--- src/rtl/fir_pkg.sv ---
// Shared types and constants for the polyphase FIR interpolator.
//   fir_coeff_t            : prototype low-pass tap set h[0..FIR_N-1], signed
//   FIR_COEFF_DEFAULT      : default tap set {1,2,...,8}
//   INTERP_FACTOR_DEFAULT  : default outputs per input sample (L)
//   interp_state_t         : interpolator control states
//   coeff_sext()           : sign-extends one tap to the 64-bit datapath
package fir_pkg;

  localparam int FIR_N       = 8;
  localparam int COEFF_W     = 16;
  localparam int AXIS_DATA_W = 64;

  typedef logic signed [COEFF_W-1:0] fir_coeff_t [FIR_N];

  localparam fir_coeff_t FIR_COEFF_DEFAULT = '{16'sd1, 16'sd2, 16'sd3, 16'sd4,
                                               16'sd5, 16'sd6, 16'sd7, 16'sd8};

  localparam int INTERP_FACTOR_DEFAULT = 4;

  typedef enum logic [0:0] {
    IDLE = 1'b0,
    EMIT = 1'b1
  } interp_state_t;

  function automatic logic signed [63:0] coeff_sext(input logic signed [COEFF_W-1:0] c);
    return {{(64 - COEFF_W){c[COEFF_W-1]}}, c};
  endfunction

endpackage

--- src/rtl/axis_if.sv ---
// AXI4-Stream bundle carrying clock, reset, TVALID/TREADY/TDATA/TLAST.
//   ACLK, ARESETn : clock and active-low asynchronous reset
//   rx modport    : sink side (drives TREADY)
//   tx modport    : source side (drives TVALID, TDATA, TLAST)
interface axis_if #(
  parameter int TDATA_W = 64
) (
  input logic ACLK,
  input logic ARESETn
);
  logic               TVALID;
  logic               TREADY;
  logic [TDATA_W-1:0] TDATA;
  logic               TLAST;

  modport rx (input ACLK, input ARESETn, input TVALID, input TDATA, input TLAST,
              output TREADY);
  modport tx (input ACLK, input ARESETn, input TREADY,
              output TVALID, output TDATA, output TLAST);
endinterface

--- src/rtl/fir_phase_mac.sv ---
// Combinational P-tap dot product for one polyphase branch.
//   i_phase : phase k selecting taps h[j*L+k]
//   i_hist  : sample history, i_hist[j] = x[n-j]
//   o_acc   : sum over j of h[j*L+k]*x[n-j], wrapping modulo 2^64
module fir_phase_mac
  import fir_pkg::*;
#(
  parameter fir_coeff_t COEFF = FIR_COEFF_DEFAULT,
  parameter int         L     = INTERP_FACTOR_DEFAULT,
  parameter int         P     = FIR_N / INTERP_FACTOR_DEFAULT,
  parameter int         PH_W  = 2
) (
  input  logic        [PH_W-1:0] i_phase,
  input  logic signed [63:0]     i_hist [P],
  output logic signed [63:0]     o_acc
);

  // Multiply-accumulate across the branch; products and sum keep only 64 bits.
  always_comb begin
    o_acc = 64'sd0;
    for (int j = 0; j < P; j++) begin
      o_acc = o_acc + coeff_sext(COEFF[j * L + int'(i_phase)]) * i_hist[j];
    end
  end

endmodule

--- src/rtl/axis_fir_interp.sv ---
// AXI4-Stream polyphase FIR interpolator: each accepted input sample produces
// INTERP_FACTOR output samples, one per phase, back-to-back when the sink is ready.
//   coeff         : prototype taps h[0..N-1]
//   INTERP_FACTOR : L, outputs per input
//   s_axis        : input samples (clock and reset are taken from this bundle)
//   m_axis        : interpolated samples, TLAST only on the last phase
module axis_fir_interp
  import fir_pkg::*;
#(
  parameter fir_coeff_t coeff         = FIR_COEFF_DEFAULT,
  parameter int         INTERP_FACTOR = INTERP_FACTOR_DEFAULT
) (
  axis_if.rx s_axis,
  axis_if.tx m_axis
);

  localparam int L    = INTERP_FACTOR;
  localparam int N    = $size(coeff);
  localparam int P    = N / L;
  localparam int PH_W = (L > 1) ? $clog2(L) : 1;
  localparam logic [PH_W-1:0] LAST_PH = PH_W'(L - 1);

  if ($bits(s_axis.TDATA) != $bits(m_axis.TDATA)) begin : g_err_width
    $error("axis_fir_interp: s_axis and m_axis TDATA widths differ");
  end
  if (L < 2) begin : g_err_factor
    $error("axis_fir_interp: INTERP_FACTOR must be at least 2");
  end
  if ((N % L) != 0) begin : g_err_taps
    $error("axis_fir_interp: tap count must be a multiple of INTERP_FACTOR");
  end

  logic                 w_clk;
  logic                 w_rst_n;
  interp_state_t        r_state;
  interp_state_t        w_state_nxt;
  logic [PH_W-1:0]      r_phase;
  logic [PH_W-1:0]      w_phase_nxt;
  logic signed [63:0]   r_hist [P];
  logic                 r_tlast;
  logic                 w_s_tready;
  logic                 w_accept;
  logic signed [63:0]   w_mac;

  assign w_clk   = s_axis.ACLK;
  assign w_rst_n = s_axis.ARESETn;

  // Next-state, phase advance and input-ready decode.
  always_comb begin
    w_state_nxt = r_state;
    w_phase_nxt = r_phase;
    w_s_tready  = 1'b0;
    case (r_state)
      IDLE: begin
        w_s_tready = 1'b1;
        if (s_axis.TVALID) begin
          w_state_nxt = EMIT;
          w_phase_nxt = '0;
        end else begin
          w_state_nxt = IDLE;
        end
      end
      EMIT: begin
        if (m_axis.TREADY) begin
          if (r_phase != LAST_PH) begin
            w_phase_nxt = r_phase + PH_W'(1);
          end else begin
            // Last phase leaving: take the next sample in the same cycle if offered.
            w_s_tready  = 1'b1;
            w_phase_nxt = '0;
            if (s_axis.TVALID) begin
              w_state_nxt = EMIT;
            end else begin
              w_state_nxt = IDLE;
            end
          end
        end else begin
          w_state_nxt = EMIT;
        end
      end
      default: begin
        w_state_nxt = IDLE;
        w_phase_nxt = '0;
      end
    endcase
  end

  // Reset holds TREADY low even though the state register already reads IDLE.
  assign w_accept     = s_axis.TVALID && w_s_tready && w_rst_n;
  assign s_axis.TREADY = w_s_tready && w_rst_n;

  // State, phase counter, sample history and captured TLAST.
  always_ff @(posedge w_clk or negedge w_rst_n) begin
    if (!w_rst_n) begin
      r_state <= IDLE;
      r_phase <= '0;
      r_tlast <= 1'b0;
      for (int j = 0; j < P; j++) begin
        r_hist[j] <= 64'sd0;
      end
    end else begin
      r_state <= w_state_nxt;
      r_phase <= w_phase_nxt;
      if (w_accept) begin
        r_hist[0] <= s_axis.TDATA;
        for (int j = 1; j < P; j++) begin
          r_hist[j] <= r_hist[j-1];
        end
        r_tlast <= s_axis.TLAST;
      end
    end
  end

  fir_phase_mac #(
    .COEFF (coeff),
    .L     (L),
    .P     (P),
    .PH_W  (PH_W)
  ) u_mac (
    .i_phase (r_phase),
    .i_hist  (r_hist),
    .o_acc   (w_mac)
  );

  // Outputs depend only on registers, so they hold still under backpressure.
  assign m_axis.TVALID = (r_state == EMIT);
  assign m_axis.TDATA  = w_mac;
  assign m_axis.TLAST  = (r_state == EMIT) && r_tlast && (r_phase == LAST_PH);

endmodule

--- src/flat_wrapper.sv ---
// flat-port wrapper written by rule: the top's interface ports become plain ports
module axis_fir_interp_flat import fir_pkg::*;
#(
  parameter fir_coeff_t coeff         = FIR_COEFF_DEFAULT,
  parameter int         INTERP_FACTOR = INTERP_FACTOR_DEFAULT
)
  (ACLK, ARESETn, s_axis_TVALID, s_axis_TDATA, s_axis_TLAST, s_axis_TREADY, m_axis_TREADY, m_axis_TVALID, m_axis_TDATA, m_axis_TLAST);
  axis_if #(.TDATA_W(64)) s_axis_i (.ACLK(ACLK), .ARESETn(ARESETn));
  axis_if #(.TDATA_W(64)) m_axis_i (.ACLK(ACLK), .ARESETn(ARESETn));
  input wire logic ACLK;
  input wire logic ARESETn;
  input wire logic [$bits(s_axis_i.TVALID)-1:0] s_axis_TVALID;
  input wire logic [$bits(s_axis_i.TDATA)-1:0] s_axis_TDATA;
  input wire logic [$bits(s_axis_i.TLAST)-1:0] s_axis_TLAST;
  output wire logic [$bits(s_axis_i.TREADY)-1:0] s_axis_TREADY;
  input wire logic [$bits(m_axis_i.TREADY)-1:0] m_axis_TREADY;
  output wire logic [$bits(m_axis_i.TVALID)-1:0] m_axis_TVALID;
  output wire logic [$bits(m_axis_i.TDATA)-1:0] m_axis_TDATA;
  output wire logic [$bits(m_axis_i.TLAST)-1:0] m_axis_TLAST;
  assign s_axis_i.TVALID = s_axis_TVALID;
  assign s_axis_i.TDATA = s_axis_TDATA;
  assign s_axis_i.TLAST = s_axis_TLAST;
  assign s_axis_TREADY = s_axis_i.TREADY;
  assign m_axis_i.TREADY = m_axis_TREADY;
  assign m_axis_TVALID = m_axis_i.TVALID;
  assign m_axis_TDATA = m_axis_i.TDATA;
  assign m_axis_TLAST = m_axis_i.TLAST;
  axis_fir_interp #(.coeff(coeff), .INTERP_FACTOR(INTERP_FACTOR)) u_core (.s_axis(s_axis_i), .m_axis(m_axis_i));
endmodule
--- config.mk ---
export PLATFORM = sky130hd
export DESIGN_NAME = axis_fir_interp_flat
export DESIGN_NICKNAME = d
export VERILOG_FILES = /design/src/rtl/fir_pkg.sv /design/src/rtl/axis_if.sv /design/src/rtl/fir_phase_mac.sv /design/src/rtl/axis_fir_interp.sv /design/src/flat_wrapper.sv
export SDC_FILE = /design/constraint.sdc
export NUM_CORES = 1
export LEC_CHECK = 0
export CORE_MARGIN = 2
export CORE_UTILIZATION = 39
export CTS_BUF_LIST = sky130_fd_sc_hd__clkbuf_2 sky130_fd_sc_hd__clkbuf_4 sky130_fd_sc_hd__clkbuf_8
export DETAILED_ROUTE_END_ITERATION = 10
export PLACE_DENSITY = 0.63
export SETUP_SLACK_MARGIN = 0.4
export SYNTH_ARGS = -nofsm -noshare
export SYNTH_HDL_FRONTEND = slang
export SYNTH_SLANG_ARGS = --single-unit
--- constraint.sdc ---
create_clock -name ACLK -period 8.8 [get_ports ACLK]
set_input_delay 1.76 -clock ACLK [delete_from_list [all_inputs] [get_ports ACLK]]
set_output_delay 1.76 -clock ACLK [all_outputs]
set_load 0.02 [all_outputs]
==> results of run 1 <==
routing by layer:
layer / track usage [%] / vias to the layer above
met4: 6.992 / 0
met1: 26.88 / 8750
li1: - / 8056
met2: 37.14 / 287
met5: 0 / -
met3: 2.584 / 88
worst paths after layout:
check | slack, ns | endpoint | cells after the start
max in group asynchronous | 5.90 | u_core.r_hist[73]$_DFFE_PN0P_ | 3
setup reg to reg | 4.81 | u_core.r_hist[77]$_DFFE_PN0P_ | 10
hold reg to reg | 0.52 | u_core.r_tlast$_DFFE_PN0P_ | 1
setup / recovery | -0.16 | m_axis_TDATA[57] | 28
min in group asynchronous | 1.09 | u_core.r_hist[112]$_DFFE_PN0P_ | 1
hold / removal | 0.52 | u_core.r_tlast$_DFFE_PN0P_ | 1
cell families after synthesis:
group | after synthesis | share of synthesized area (%)
AO/OA/AOI/OAI | 201 | 6.032
XOR/XNOR | 75 | 2.838
adder cells (fa/ha/maj) | 729 | 49.10
buffers and inverters | 437 | 7.113
flip-flops | 132 | 14.27
multiplexers | 130 | 6.324
AND/OR/NAND/NOR | 567 | 14.33
area by class of cell:
| cell class | instances | area, um^2 | area share (%) |
|---|---|---|---|
| Clock inverter | 11 | 111.4 | 0.3504 |
| Inverter | 358 | 1344 | 4.229 |
| Tap cell | 773 | 967.2 | 3.044 |
| Clock buffer | 21 | 264.0 | 0.8308 |
| Multi-Input combinational cell | 1702 | 21800 | 68.61 |
| Sequential cell | 132 | 3308 | 10.41 |
| Timing Repair Buffer | 424 | 3978 | 12.52 |
| Antenna cell | 1 | 2.502 | 0.007875 |
flip-flops by register name, summed over array words and instances (netlist names):
register              count
u_core.m_axis.TVALID      1
u_core.r_phase            2
u_core.r_hist           128
u_core.r_tlast            1
worst max-delay path: cells and delay by family, from the launching register on:
kind            cells  cell delay [ns]
fa+ha+maj          10             3.41
flops               1             0.49
buf+inv             8             0.95
simple gates        4             0.44
compound gates      5             1.16
xor+xnor            1             0.18
what timing repair did:
action,4_1_cts,5_1_grt
gates cloned,7,1
endpoints found under the setup margin,52,53
setup buffers,39,19
resized for setup,703,156
pin swaps,149,91
cells in the final DEF, fill, tap and decap left out, types with 9 or more instances in the layout:
cell type / n
xnor2_2: 13
xor2_1: 22
ha_4: 196
ha_2: 9
clkbuf_8: 17
a21o_1: 34
o21ai_2: 14
buf_12: 17
buf_6: 50
a21oi_4: 9
dfrtp_1: 130
nor2b_1: 116
xnor2_1: 30
a21oi_2: 19
clkdlybuf4s50_1: 80
fa_1: 226
buf_4: 256
and2_4: 25
nand2_1: 62
and2_1: 194
nand4_1: 18
nor2_1: 14
inv_2: 18
o21ai_0: 12
ha_1: 225
nand2b_1: 80
inv_1: 340
a21oi_1: 31
o21ai_1: 11
fa_2: 73
mux2_2: 130
per-stage QoR:
step | utilization [%] | instance area (um^2) | setup TNS [ns] | instances | worst slack, ns
6_report | 54.04 | 31780 | -1.459 | 3422 | -0.1575
4_1_cts | 52.59 | 30920 | -1.324 | 3401 | -0.1941
5_1_grt | 54.04 | 31780 | -6.086 | 3422 | -0.3569
3_3_place_gp | 45.83 | 26950 | -5.015 | 3323 | -0.3737
3_5_place_dp | 45.83 | 26950 | -6.124 | 3323 | -0.4337
2_1_floorplan | - | 23180 | 0 | 2271 | 0.4026
==> impl_metrics.json, run 1 <==
{
  "slew_headroom_pct": 48.03,
  "gr-total-overflow": 0,
  "status": "finished with violations",
  "ys_ff_latch": 132,
  "worstSetupPathType": "reg2out",
  "dieArea_um2": 61320,
  "htreeDepth": 4,
  "cts_tree": "done",
  "period_minus_slack_ns": 8.958,
  "area_growth_pct": 37.26,
  "track_usage_pct": 21.13,
  "grt_pass1_wl_um": 101700,
  "hold_class": "reg2reg",
  "cts_buffers": 17,
  "ioPinCount": 136,
  "synth.distinct_cells": 63,
  "drv_cap": 0,
  "hpwlAfterDp_um": 46550,
  "crit_top_cell": "ha_4",
  "coreArea_um2": 58800,
  "arrival_ns": 7.20,
  "grt_antenna_before_repair": 1,
  "first_pass_iters": 5,
  "clkLatencyLatePin_ns": 0.55,
  "nNetsFinal": 3433,
  "synth.yosys.seq_area_share_pct": 14.27,
  "m1WireLength_um": 27130,
  "routed_wirelength_um": 63190,
  "endpoint_kind": "output port",
  "synth_ff_type": "dfrtp_1",
  "yosysTopAreaCell": "fa_1",
  "drive_gt1_share_pct": 36.78,
  "ctsLongestPathBuffers": 2,
  "gp_congestion": 0.8780,
  "drc": 0,
  "die_height_um": 247.6,
  "grt_pass1_vias": 19400,
  "start_util_pct": 39.37,
  "clock_sinks": 132,
  "grt_start_max_net_pins": 80,
  "finalSetupViolations": 17,
  "crit_start": "u_core.r_phase[0]$_DFFE_PN0P_",
  "hold_slack_ns": 0.5191,
  "root_buffer": "clkbuf_8",
  "async_flop_share_pct": 100.0,
  "worstMarginPinSlew_ns": 0.7795,
  "finalMaxSlewViolations": 0,
  "die-width_um": 247.6,
  "violations": "negative setup slack",
  "path_max_fanout": 8,
  "yosys-top-cells-count": "430 x ha_1, 358 x inv_1, 299 x fa_1",
  "netlist.area_leader.share_pct": 25.86,
  "cts_hold_buf": 0,
  "dr_wl_met2_um": 32260,
  "worstPathRequired_ns": 7.04,
  "yosys_warnings": 0,
  "synth_area_per_cell_um2": 10.19,
  "vias_per_cell": 5.021,
  "min_period_over_period_pct": 101.8,
  "clkTransAtPathRegs_ns": 0.08,
  "crit-reg2reg-launch": "u_core.r_phase[0]$_DFFE_PN0P_",
  "hold_viol": 0,
  "max_stage_delay_ns": 0.52,
  "start_kind": "flop",
  "dr.max_layer_used": "met4",
  "rows": 89,
  "netlist_area_um2": 23150,
  "routedWlPerCell_um": 18.47,
  "postSynthCellCount": 2271,
  "yosysMostFrequentCell": "ha_1",
  "syn-num-nets": 3069,
  "synth_edf_count": 0,
  "fmax_mhz": 111.6,
  "drtIter0Drc": 617,
  "dr_total_vias": 17180,
  "fill_cells": 4914,
  "ys_top_cells_by_area": "fa_1 26%, ha_1 23%, dfrtp_1 14%",
  "slowest_stage": "fa_1",
  "skew_ns": 0.02732,
  "finalWorstSetupSlack_ns": -0.1575,
  "rsz0062_at_grt": "yes",
  "route.met3.wl_um": 2096,
  "antenna_left": 0,
  "io_buffers": 135,
  "min_from": "u_core.r_tlast$_DFFE_PN0P_"
}
Power of run 1 is not shown: default switching activity piles up to over one toggle a cycle in this logic, so the estimate is an artifact.
==> inputs of run 2 (changes only) <==
--- a/config.mk
+++ b/config.mk
@@ -5,12 +5,13 @@
 export SDC_FILE = /design/constraint.sdc
 export NUM_CORES = 1
 export LEC_CHECK = 0
-export CORE_MARGIN = 2
+export ABC_CLOCK_PERIOD_IN_PS = 8800
 export CORE_UTILIZATION = 39
 export CTS_BUF_LIST = sky130_fd_sc_hd__clkbuf_2 sky130_fd_sc_hd__clkbuf_4 sky130_fd_sc_hd__clkbuf_8
 export DETAILED_ROUTE_END_ITERATION = 10
 export PLACE_DENSITY = 0.63
 export SETUP_SLACK_MARGIN = 0.4
+export SLEW_MARGIN = 20
 export SYNTH_ARGS = -nofsm -noshare
 export SYNTH_HDL_FRONTEND = slang
 export SYNTH_SLANG_ARGS = --single-unit
==> impl_metrics.json, run 2 (same netlist as run 1, synthesis figures left out) <==
{
  "fmax_mhz": 110.0,
  "top_register": "u_core.r_hist",
  "multiInputGateArea_um2": 20520,
  "gr-total-overflow": 0,
  "ctsLongestPathBuffers": 2,
  "routed_wirelength_um": 60920,
  "hold_viol": 0,
  "start_util_pct": 39.82,
  "drc": 0,
  "skew_ns": 0.01256,
  "hold_path_depth": 1,
  "finalWorstSetupSlack_ns": -0.2906,
  "fin_util_pct": 51.94,
  "nNetsFinal": 3407,
  "drtIter0Drc": 694,
  "track_usage_pct": 20.90,
  "layout_commonest_cell": "inv_1",
  "place_ws_ns": -0.5292,
  "cts_tree": "done",
  "drv_cap": 0,
  "hold_class": "reg2reg",
  "rows": 88,
  "dieArea_um2": 60340,
  "most-common-layout-cells": "343 x inv_1, 309 x ha_1, 264 x fa_1",
  "min_from": "u_core.r_tlast$_DFFE_PN0P_",
  "finalMaxSlewViolations": 0,
  "hpwlAfterDp_um": 46070,
  "arrival_ns": 7.33,
  "largest_reg_flops": 128,
  "die_height_um": 245.6,
  "status": "finished with violations",
  "rsz0062_at_grt": "yes",
  "violations": "negative setup slack",
  "finalSetupViolations": 23,
  "antenna_left": 0,
  "drive_gt1_share_pct": 30.03,
  "r2r-end": "u_core.r_hist[67]$_DFFE_PN0P_",
  "grt_antenna_before_repair": 1,
  "slew_headroom_pct": 33.13,
  "dr_total_vias": 17060,
  "fill_cells": 5056,
  "grt_pass1_wl_um": 99080,
  "htreeDepth": 4,
  "coreArea_um2": 58140,
  "root_buffer": "clkbuf_8",
  "first_pass_iters": 5,
  "cts_buffers": 17,
  "clock_sinks": 132,
  "clkLatencyLatePin_ns": 0.53,
  "worst-r2r-setup-slack_ns": 5.13,
  "endpoint_kind": "output port",
  "reg2reg_depth": 8,
  "io_buffers": 135,
  "clkTransAtPathRegs_ns": 0.08,
  "area_growth_pct": 30.44,
  "grt_start_max_net_pins": 74,
  "start_kind": "flop",
  "ioPinCount": 136,
  "register_area_um2": 3307,
  "crit-reg2reg-launch": "u_core.r_phase[0]$_DFFE_PN0P_",
  "routedWlPerCell_um": 17.99,
  "worstPathRequired_ns": 7.04,
  "worstSetupPathType": "reg2out",
  "grt_pass1_vias": 18820,
  "die-width_um": 245.6,
  "worstMarginPinSlew_ns": 1.003,
  "period_minus_slack_ns": 9.091,
  "path_max_fanout": 7,
  "min_period_over_period_pct": 103.3,
  "gp_congestion": 0.8908,
  "vias_per_cell": 5.037,
  "reg_top3": "u_core.r_hist x128, u_core.r_phase x2",
  "min_to": "u_core.r_tlast$_DFFE_PN0P_"
}
-- run 2: cell types whose count changed in the layout (fill, tap and decap cells not counted), sizes merged --
cell           change
clkinvlp           +2
dlygate4sd2        -1
bufinv             +2
buf               -23
clkbuf             -3
bufbuf             -1
clkdlybuf4s50      +2
dlymetal6s2s       -1
clkdlybuf4s15      +2
clkinv             -6
-- run 2: per-layer routing --
metal	track usage, %	up-vias	wire [um]
met4	6.120	0	1479
met2	36.16	279	30580
met3	2.412	79	2072
met1	27.28	8710	26790
met5	0	-	0
li1	-	7993	-
-- run 2: worst max path at each step --
stage | end | cells after the start | slack, ns | start
after global routing | m_axis_TDATA[63] | 23 | -0.48 | u_core.r_phase[0]$_DFFE_PN0P_
final | m_axis_TDATA[57] | 24 | -0.29 | u_core.r_phase[0]$_DFFE_PN0P_
after CTS | m_axis_TDATA[60] | 28 | -0.29 | u_core.r_phase[0]$_DFFE_PN0P_
after floorplan | m_axis_TDATA[57] | 25 | 0.40 | u_core.r_phase[0]$_DFFE_PN0P_
after global placement | m_axis_TDATA[45] | 24 | -0.47 | u_core.r_phase[0]$_DFFE_PN0P_
after detailed placement | m_axis_TDATA[45] | 24 | -0.53 | u_core.r_phase[0]$_DFFE_PN0P_
-- run 2: layout make-up --
type / count / share of cell area [%]
sequential: 132 / 10.95
clock buffer: 22 / 0.9613
timing repair buffer: 398 / 12.00
multi-input combinational: 1702 / 67.96
inverter: 358 / 4.450
clock inverter: 9 / 0.5055
antenna: 1 / 0.008287
tap: 765 / 3.170
-- run 2: repair_timing --
item                       4_1_cts  5_1_grt
gates cloned                     5        0
hold endpoints to repair         0        0
pin swaps                      125       48
setup buffers                   38       18
resized for setup              537      119
hold buffers                     0        0
setup endpoints to repair       51       53
-- run 2: metrics by stage --
| step | TNS [ns] | cells | instance area (um^2) | hold slack, ns |
|---|---|---|---|---|
| 2_1_floorplan | 0 | 2271 | 23180 | 0.4720 |
| 3_3_place_gp | -5.762 | 3294 | 26790 | 0.4840 |
| 3_5_place_dp | -7.180 | 3294 | 26790 | 0.4923 |
| 4_1_cts | -3.287 | 3368 | 29610 | 0.5099 |
| 5_1_grt | -9.660 | 3386 | 30190 | 0.5394 |
| 6_report | -3.696 | 3387 | 30200 | 0.5075 |
-- run 2: critical path: stages (launching register included) --
cell and delay (ns):
dfrtp_4 0.50, ha_4 0.35, buf_12 0.16, buf_16 0.12
and2_4 0.15, fa_2 0.35, ha_4 0.26, ha_4 0.27
ha_4 0.18, ha_1 0.32, fa_1 0.54, fa_1 0.44
fa_1 0.49, ha_4 0.33, o21a_1 0.14, o211ai_1 0.13
o31a_4 0.39, o31ai_4 0.40, a31oi_4 0.19, o21ai_4 0.29
buf_12 0.16, a31oi_4 0.10, o31ai_4 0.22, xor2_2 0.16
buf_6 0.13
Power of run 2 is left out for the same reason.
